[src/rtl/booth_pkg.sv]
// Shared types and constants for the sequential radix-2 Booth multiplier.
package booth_pkg;

    typedef enum logic [1:0] {
        IDLE = 2'b00,
        CALC = 2'b01,
        DONE = 2'b10
    } state_t;

    // Booth pair {Qr[0], q_1}; 2'b11 is also a no-op.
    localparam logic [1:0] BOOTH_NOP = 2'b00;
    localparam logic [1:0] BOOTH_ADD = 2'b01;
    localparam logic [1:0] BOOTH_SUB = 2'b10;

    // Step counter must hold 0..WIDTH+1.
    function automatic int cnt_width(input int width);
        return $clog2(width + 2);
    endfunction

endpackage

[src/rtl/booth_step.sv]
// One combinational radix-2 Booth step: conditional add/sub of Mr, then
// arithmetic right shift of {A, Qr, q_1}.
module booth_step
    import booth_pkg::*;
#(
    parameter int E = 9
) (
    input  logic [E-1:0] i_a,
    input  logic [E-1:0] i_qr,
    input  logic         i_q1,
    input  logic [E-1:0] i_mr,
    output logic [E-1:0] o_a,
    output logic [E-1:0] o_qr,
    output logic         o_q1
);

    logic [1:0]   w_pair;
    logic [E-1:0] w_sum;

    assign w_pair = {i_qr[0], i_q1};

    always_comb begin
        w_sum = i_a;
        case (w_pair)
            BOOTH_ADD: w_sum = i_a + i_mr;
            BOOTH_SUB: w_sum = i_a - i_mr;
            default:   w_sum = i_a;
        endcase
    end

    assign o_a  = {w_sum[E-1], w_sum[E-1:1]};
    assign o_qr = {w_sum[0], i_qr[E-1:1]};
    assign o_q1 = i_qr[0];

endmodule

[src/rtl/booth_mult_seq.sv]
// Iterative radix-2 Booth multiplier, one step per clock, WIDTH+1-bit signed
// datapath so signed and unsigned operands share the same arithmetic.
module booth_mult_seq
    import booth_pkg::*;
#(
    parameter int WIDTH = 8
) (
    input  logic               i_clk,
    input  logic               i_rst_n,
    input  logic               i_start,
    input  logic               i_tc,
    input  logic [WIDTH-1:0]   i_multiplicand,
    input  logic [WIDTH-1:0]   i_multiplier,
    output logic               o_busy,
    output logic               o_done,
    output logic [2*WIDTH-1:0] o_product
);

    localparam int E  = WIDTH + 1;
    localparam int CW = cnt_width(WIDTH);

    state_t               r_state;
    state_t               w_state_nxt;
    logic [E-1:0]         r_a;
    logic [E-1:0]         r_qr;
    logic [E-1:0]         r_mr;
    logic                 r_q1;
    logic [CW-1:0]        r_cnt;
    logic [2*WIDTH-1:0]   r_product;

    logic [E-1:0]         w_a_nxt;
    logic [E-1:0]         w_qr_nxt;
    logic                 w_q1_nxt;
    logic [E-1:0]         w_m_ext;
    logic [E-1:0]         w_q_ext;
    logic                 w_last_step;

    // Zero-extension for unsigned keeps the top bit clear, so the signed
    // Booth recoding produces the unsigned product.
    assign w_m_ext     = i_tc ? {i_multiplicand[WIDTH-1], i_multiplicand} : {1'b0, i_multiplicand};
    assign w_q_ext     = i_tc ? {i_multiplier[WIDTH-1], i_multiplier}     : {1'b0, i_multiplier};
    assign w_last_step = (r_cnt == CW'(E - 1));

    booth_step #(.E(E)) u_step (
        .i_a  (r_a),
        .i_qr (r_qr),
        .i_q1 (r_q1),
        .i_mr (r_mr),
        .o_a  (w_a_nxt),
        .o_qr (w_qr_nxt),
        .o_q1 (w_q1_nxt)
    );

    always_ff @(posedge i_clk) begin
        if (!i_rst_n) r_state <= IDLE;
        else          r_state <= w_state_nxt;
    end

    always_comb begin
        w_state_nxt = r_state;
        o_busy      = 1'b0;
        o_done      = 1'b0;
        case (r_state)
            IDLE: begin
                if (i_start) w_state_nxt = CALC;
            end
            CALC: begin
                o_busy = 1'b1;
                if (w_last_step) w_state_nxt = DONE;
            end
            DONE: begin
                o_busy      = 1'b1;
                o_done      = 1'b1;
                w_state_nxt = IDLE;
            end
            default: w_state_nxt = IDLE;
        endcase
    end

    always_ff @(posedge i_clk) begin
        if (!i_rst_n) begin
            r_a       <= '0;
            r_qr      <= '0;
            r_mr      <= '0;
            r_q1      <= 1'b0;
            r_cnt     <= '0;
            r_product <= '0;
        end else begin
            case (r_state)
                IDLE: begin
                    if (i_start) begin
                        r_mr  <= w_m_ext;
                        r_qr  <= w_q_ext;
                        r_a   <= '0;
                        r_q1  <= 1'b0;
                        r_cnt <= '0;
                    end
                end
                CALC: begin
                    r_a   <= w_a_nxt;
                    r_qr  <= w_qr_nxt;
                    r_q1  <= w_q1_nxt;
                    r_cnt <= r_cnt + CW'(1);
                    // The true product fits in 2*WIDTH bits in both modes.
                    if (w_last_step) r_product <= {w_a_nxt[E-3:0], w_qr_nxt};
                end
                default: ;
            endcase
        end
    end

    assign o_product = r_product;

endmodule

[config.mk]
export PLATFORM = sky130hd
export DESIGN_NAME = booth_mult_seq
export DESIGN_NICKNAME = d
export VERILOG_FILES = /design/src/rtl/booth_pkg.sv /design/src/rtl/booth_step.sv /design/src/rtl/booth_mult_seq.sv
export SDC_FILE = /design/constraint.sdc
export NUM_CORES = 1
export LEC_CHECK = 0
export BUFFER_PORTS_ARGS = -buffer_cell sky130_fd_sc_hd__buf_2
export CELL_PAD_IN_SITES_DETAIL_PLACEMENT = 0
export CELL_PAD_IN_SITES_GLOBAL_PLACEMENT = 1
export CORE_AREA = 2 2 82 84
export CTS_CLUSTER_DIAMETER = 50
export DETAILED_ROUTE_END_ITERATION = 6
export DIE_AREA = 0 0 84 86
export PLACE_DENSITY_LB_ADDON = 0.1
export SYNTH_ARGS = -nofsm -noshare
export SYNTH_HDL_FRONTEND = slang
export SYNTH_SLANG_ARGS = --single-unit
[constraint.sdc]
create_clock -name i_clk -period 3.3 [get_ports i_clk]
set_clock_uncertainty 0.2 [all_clocks]
set_input_delay 0.495 -clock i_clk [delete_from_list [all_inputs] [get_ports i_clk]]
set_output_delay 0.495 -clock i_clk [all_outputs]
set_load 0.02 [all_outputs]
==> impl_metrics.tcl, run 1 <==
set metrics [dict create \
    grt_pass1_vias 2195 \
    ir_worst_vdd_mv 0.195 \
    die_w_um 84 \
    fmax_ghz 0.345 \
    relSlewSlack 0.538 \
    syn_avg_cell_area_um2 8.56 \
    wl_per_cell_um 14.3 \
    period_minus_slack_ps 2900 \
    hold_class "in2reg" \
    syn_inst 310 \
    async_flop_share 0 \
    yosysWarnings 0 \
    track_usage 0.178 \
    dieArea_um2 7220 \
    layout-drive-gt1-share 0.167 \
    start_util 0.423 \
    grt_max_degree 36 \
    finalWeightedCongestion 0.812 \
    yosys-top-cells-area "dfxtp_1 37%, nand2_1 8.5%, ha_1 7.1%, mux2i_1 4.5%, a21boi_0 4.2%" \
    power_density_nw_per_um2 466 \
    cp_slowest_cell "dfxtp_1" \
    ios 38 \
    cts_setup_buffers 0 \
    antenna_found_initial 0 \
    grt_pass1_wl_um 10400 \
    dp_hpwl_um 4370 \
    ff2ff_setup_slack_ps 400 \
    area_delta_synth_final_pct 11.3 \
    via_count 2151 \
    clk_pin_slew_ps 100 \
    synth_xor_area_frac 0.0396 \
    antenna_left 0 \
    cts_root_buffer "clkbuf_8" \
    rows 29 \
    drc 0 \
    synth_edf_count 0 \
    cts_hold_buf 0 \
    max_cap_violations 0 \
    grt-ovfl-total 0 \
    holdPathStages 3 \
    ys_seq_area_frac 0.370 \
    path_cells "inv_1 > ha_1 > nor2_1 > xnor2_1 > ha_1 > nor2b_1 > o31a_1 > o21a_1 > or3_1 > a31oi_1 > a21oi_1" \
    finalNetCount 377 \
    synth_area_um2 2650 \
    yosysMostFrequentCell "nand2_1" \
    insertion_delay_ps 310 \
    firstDrtPassIters 4 \
    critPathKind "reg2reg" \
    routed_wirelength_um 5980 \
    antennaDiodeCount 0 \
    cts_max_path_buffers 2 \
    crit_required_ps 3300 \
    synth_top_area_share 0.370 \
    cts_resized 0 \
    status "complete, no violations" \
    synthSimpleGateAreaFrac 0.178 \
    p_leak_nw 1.25 \
    cp-end-kind "flop" \
    synth-compound-area-share 0.224 \
    hold_viol_final 0 \
    ys_top_cells_by_count "60 x nand2_1, 49 x dfxtp_1, 18 x nor2_1, 15 x a21boi_0, 15 x ha_1" \
    synth_top_cell_by_area "dfxtp_1" \
    io_buffer_count 37 \
    cts_tree "done" \
    crit_fanout 5 \
    final_core_util 0.471 \
    synth_top_flop_cell "dfxtp_1" \
    cts_inserted_buffers 5 \
    start_kind "flop" \
    fp.coreArea_um2 6280 \
    cpMostUsedCell "ha_1" \
    rsz0062_at_grt "false" \
    ys_ff_latch 49 \
    rr_worst_depth 11 \
    fin_setup_tns_ps 0 \
    post-route-period-util 0.878 \
    clock-sinks 49 \
    slowest_delay_ps 420 \
    drt_iter0_markers 58 \
    crit_arrival_ps 2900 \
    finalMaxSlewViolations 0 \
    worstMarginPinSlew_ps 689 \
    total_power_mw 1.38 \
    synth.distinct_cells 48 \
    synth_top_family_by_area "compound AO/OA/AOI/OAI gates" \
    synth_mux_area_frac 0.0495 \
    vias_per_cell 5.13 \
    synthAdderAreaFrac 0.0783 \
    fillCellCount 632 \
    dieHeight_um 86 \
    setup_viol 0 \
    cts_max_level 2 \
    syn_nets 346 \
]
-- final timing paths --
kind	start	to
hold reg to reg	o_product[1]	o_product[1]
hold / removal	i_multiplicand[4]	r_mr[4]
setup / recovery	r_mr[0]	o_product[14]
setup reg to reg	r_mr[0]	o_product[14]
-- power breakdown --
group / internal (mW) / leakage (nW) / switching (mW)
Sequential: 0.618 / 0.399 / 0.0249
Combinational: 0.157 / 0.811 / 0.199
Clock: 0.151 / 0.0445 / 0.225
-- layout make-up --
type | instances | area, µm² | share of cell area
tap | 77 | 96.3 | 0.0326
inverter | 15 | 56.3 | 0.0191
sequential | 49 | 981 | 0.332
multi-input combinational | 229 | 1520 | 0.513
timing repair buffer | 41 | 215 | 0.0729
clock inverter | 3 | 21.3 | 0.00720
clock buffer | 5 | 68.8 | 0.0233
-- cell usage in the layout, fill, tap and decap left out, drive strengths merged, types with 2 or more instances in the layout --
cell,synthesis,routed
and2,3,3
o21ai,15,15
a21oi,14,14
xnor2,11,11
o211a,8,8
nand2b,3,3
mux2i,12,12
nor3b,2,2
nor3,3,3
a32oi,2,2
or3,2,2
a2111oi,2,2
clkbuf,13,5
a22o,3,3
ha,15,15
a21boi,21,21
nor2b,7,7
dfxtp,49,49
a22oi,2,2
a31oi,3,3
buf,4,41
a211oi,2,2
nand2,60,60
nand3,4,4
nor2,18,18
inv,15,16
o21a,4,4
and3,4,4
-- metal layers --
metal | part of all wire | routed length [µm] | vias to the layer above | global-route usage
li1 | - | - | 1125 | -
met1 | 0.50 | 2980 | 994 | 0.238
met2 | 0.46 | 2760 | 25 | 0.294
met3 | 0.030 | 181 | 7 | 0.0385
met4 | 0.010 | 60 | 0 | 0.0455
met5 | 0 | 0 | - | 0
-- kinds of logic after synthesis --
group,count (synthesis)
DFF,49
and+or+nand+nor,106
AOI/OAI and AO/OA,82
adders and majority gates,16
xor gates and xnor gates,12
buffers and inverters,32
muxes,13
-- registers in the layout, indices dropped and copies added (netlist names) --
signal     count
r_qr           9
r_a            8
r_q1           1
r_mr           9
o_product     16
r_cnt          4
r_state        2
-- worst max-delay path, delay by kind of cell (launching register included) --
family          cells  cell delay (ps)
compound gates      4              820
xor+xnor            1              130
fa+ha+maj           2              530
buf+inv             1               80
flops               1              420
simple gates        3              600
-- stage by stage --
step | worst slack, ps | instance area (µm²) | std cells | hold slack, ps
2_1_floorplan | 642 | 2650 | 310 | 242
3_3_place_gp | 468 | 2860 | 411 | 237
3_5_place_dp | 428 | 2860 | 411 | 243
4_1_cts | 400 | 2950 | 419 | 215
5_1_grt | 201 | 2950 | 419 | 214
6_report | 403 | 2950 | 419 | 222
No activity file was read; power rests on OpenSTA's default activity.
==> run 2: changes to the inputs <==
REMOVE_ABC_BUFFERS = 1   (was unset)
==> impl_metrics.tcl, run 2 (synthesis results as in run 1) <==
set metrics [dict create \
    crit_arrival_ps 2850 \
    place_ws_ps 452 \
    via_count 2156 \
    ir_worst_vdd_mv 0.215 \
    start_util 0.423 \
    dp_cells 410 \
    setup_viol 0 \
    clock-sinks 49 \
    relSlewSlack 0.587 \
    final_core_util 0.474 \
    start_kind "flop" \
    cts_tree "done" \
    fmax_ghz 0.346 \
    dpl-instance-area_um2 2860 \
    firstDrtPassIters 4 \
    clkPwrFrac 0.312 \
    period_minus_slack_ps 2890 \
    finalNetCount 376 \
    rsz0062_at_grt "false" \
    track_usage 0.171 \
    antennaDiodeCount 0 \
    ios 38 \
    die_w_um 84 \
    dieArea_um2 7220 \
    largest_reg_flops 16 \
    antenna_found_initial 0 \
    cts_max_level 2 \
    total_power_mw 1.45 \
    cts_hold_buf 0 \
    fin_area_um2 2970 \
    status "complete, no violations" \
    antenna_left 0 \
    insertion_delay_ps 310 \
    area_delta_synth_final_pct 12.0 \
    cts_resized 0 \
    fillCellCount 650 \
    dieHeight_um 86 \
    vias_per_cell 5.16 \
    grt_max_degree 35 \
    mostFrequentLayoutCells "60 x nand2_1, 49 x dfxtp_1, 37 x buf_2" \
    fp.coreArea_um2 6280 \
    grt_pass1_vias 2079 \
    p_leak_nw 1.26 \
    io_buffer_count 37 \
    layout_commonest_cell "nand2_1" \
    multi_input_area_um2 1520 \
    fin_setup_tns_ps 0 \
    max_cap_violations 0 \
    dp_hpwl_um 4280 \
    register_area_um2 981 \
    wl_per_cell_um 14.0 \
    critPathKind "reg2reg" \
    fin_ws_ps 411 \
    p_int_mw 1.02 \
    hold_viol_final 0 \
    drc 0 \
    routed_wirelength_um 5850 \
    power_density_nw_per_um2 489 \
    crit_fanout 8 \
    post-route-period-util 0.875 \
    grt-ovfl-total 0 \
    p_comb_frac 0.246 \
    cts_root_buffer "clkbuf_8" \
    final_cell_count_no_fill 418 \
    worstMarginPinSlew_ps 617 \
    clk_pin_slew_ps 90 \
    fin_hold_ws_ps 231 \
    cp-end-kind "flop" \
    grt_pass1_wl_um 9910 \
    cts_inserted_buffers 5 \
    rows 29 \
    swShare 0.296 \
    finalMaxSlewViolations 0 \
    layout-drive-gt1-share 0.161 \
    finalWeightedCongestion 0.796 \
    drt_iter0_markers 49 \
    cts_setup_buffers 0 \
    cts_max_path_buffers 2 \
    p_seq_frac 0.442 \
    hold_class "in2reg" \
    p_switching_mw 0.430 \
    crit_required_ps 3260 \
]
## run 2: cell count changes in the layout (fill, tap and decap cells not counted), sizes merged
cell      delta
inv          -1
clkinvlp     -1
buf          -1
clkinv       -1
bufinv       +1
clkbuf       +2
## run 2: final timing paths
kind	from	end	slack, ps	cells after the start
hold reg to reg	o_product[1]	o_product[1]	250	2
setup / recovery	r_qr[0]	o_product[14]	410	10
hold / removal	i_multiplicand[1]	r_mr[1]	230	3
setup reg to reg	r_qr[0]	o_product[14]	410	10
## run 2: critical path, stage by stage, from the launching register on
cell     delay [ps]
dfxtp_1         390
ha_1            350
nor2_1          100
xnor2_1         130
ha_1            330
nor2b_1         170
o31a_1          270
o21a_1          190
or3_1           300
a31oi_1         220
a21oi_1         100
## run 2: layout make-up
| cell class | count | share of cell area |
|---|---|---|
| clock buffers | 7 | 0.0290 |
| clock inverters | 1 | 0.0101 |
| inverters | 15 | 0.0189 |
| multi-input cells | 229 | 0.510 |
| flip-flops and latches | 49 | 0.330 |
| well taps | 77 | 0.0324 |
| repair buffers | 40 | 0.0699 |
## run 2: power groups by stage
| stage | registers, mW | clock network (mW) | logic (mW) |
|---|---|---|---|
| 4_1_cts | 0.642 | 0.465 | 0.361 |
| 5_1_grt | 0.647 | 0.490 | 0.404 |
| 6_report | 0.642 | 0.454 | 0.357 |
| 3_5_place_dp | 0.656 | 0 | 0.359 |
| 3_3_place_gp | 0.656 | 0 | 0.361 |
| 2_1_floorplan | 0.649 | 0 | 0.277 |
## run 2: per-layer routing
| layer | vias to the layer above | track usage | share of wire |
|---|---|---|---|
| met5 | - | 0 | 0 |
| met4 | 0 | 0.0660 | 0.018 |
| met3 | 9 | 0.0346 | 0.032 |
| met2 | 39 | 0.281 | 0.46 |
| met1 | 978 | 0.222 | 0.49 |
| li1 | 1130 | - | - |
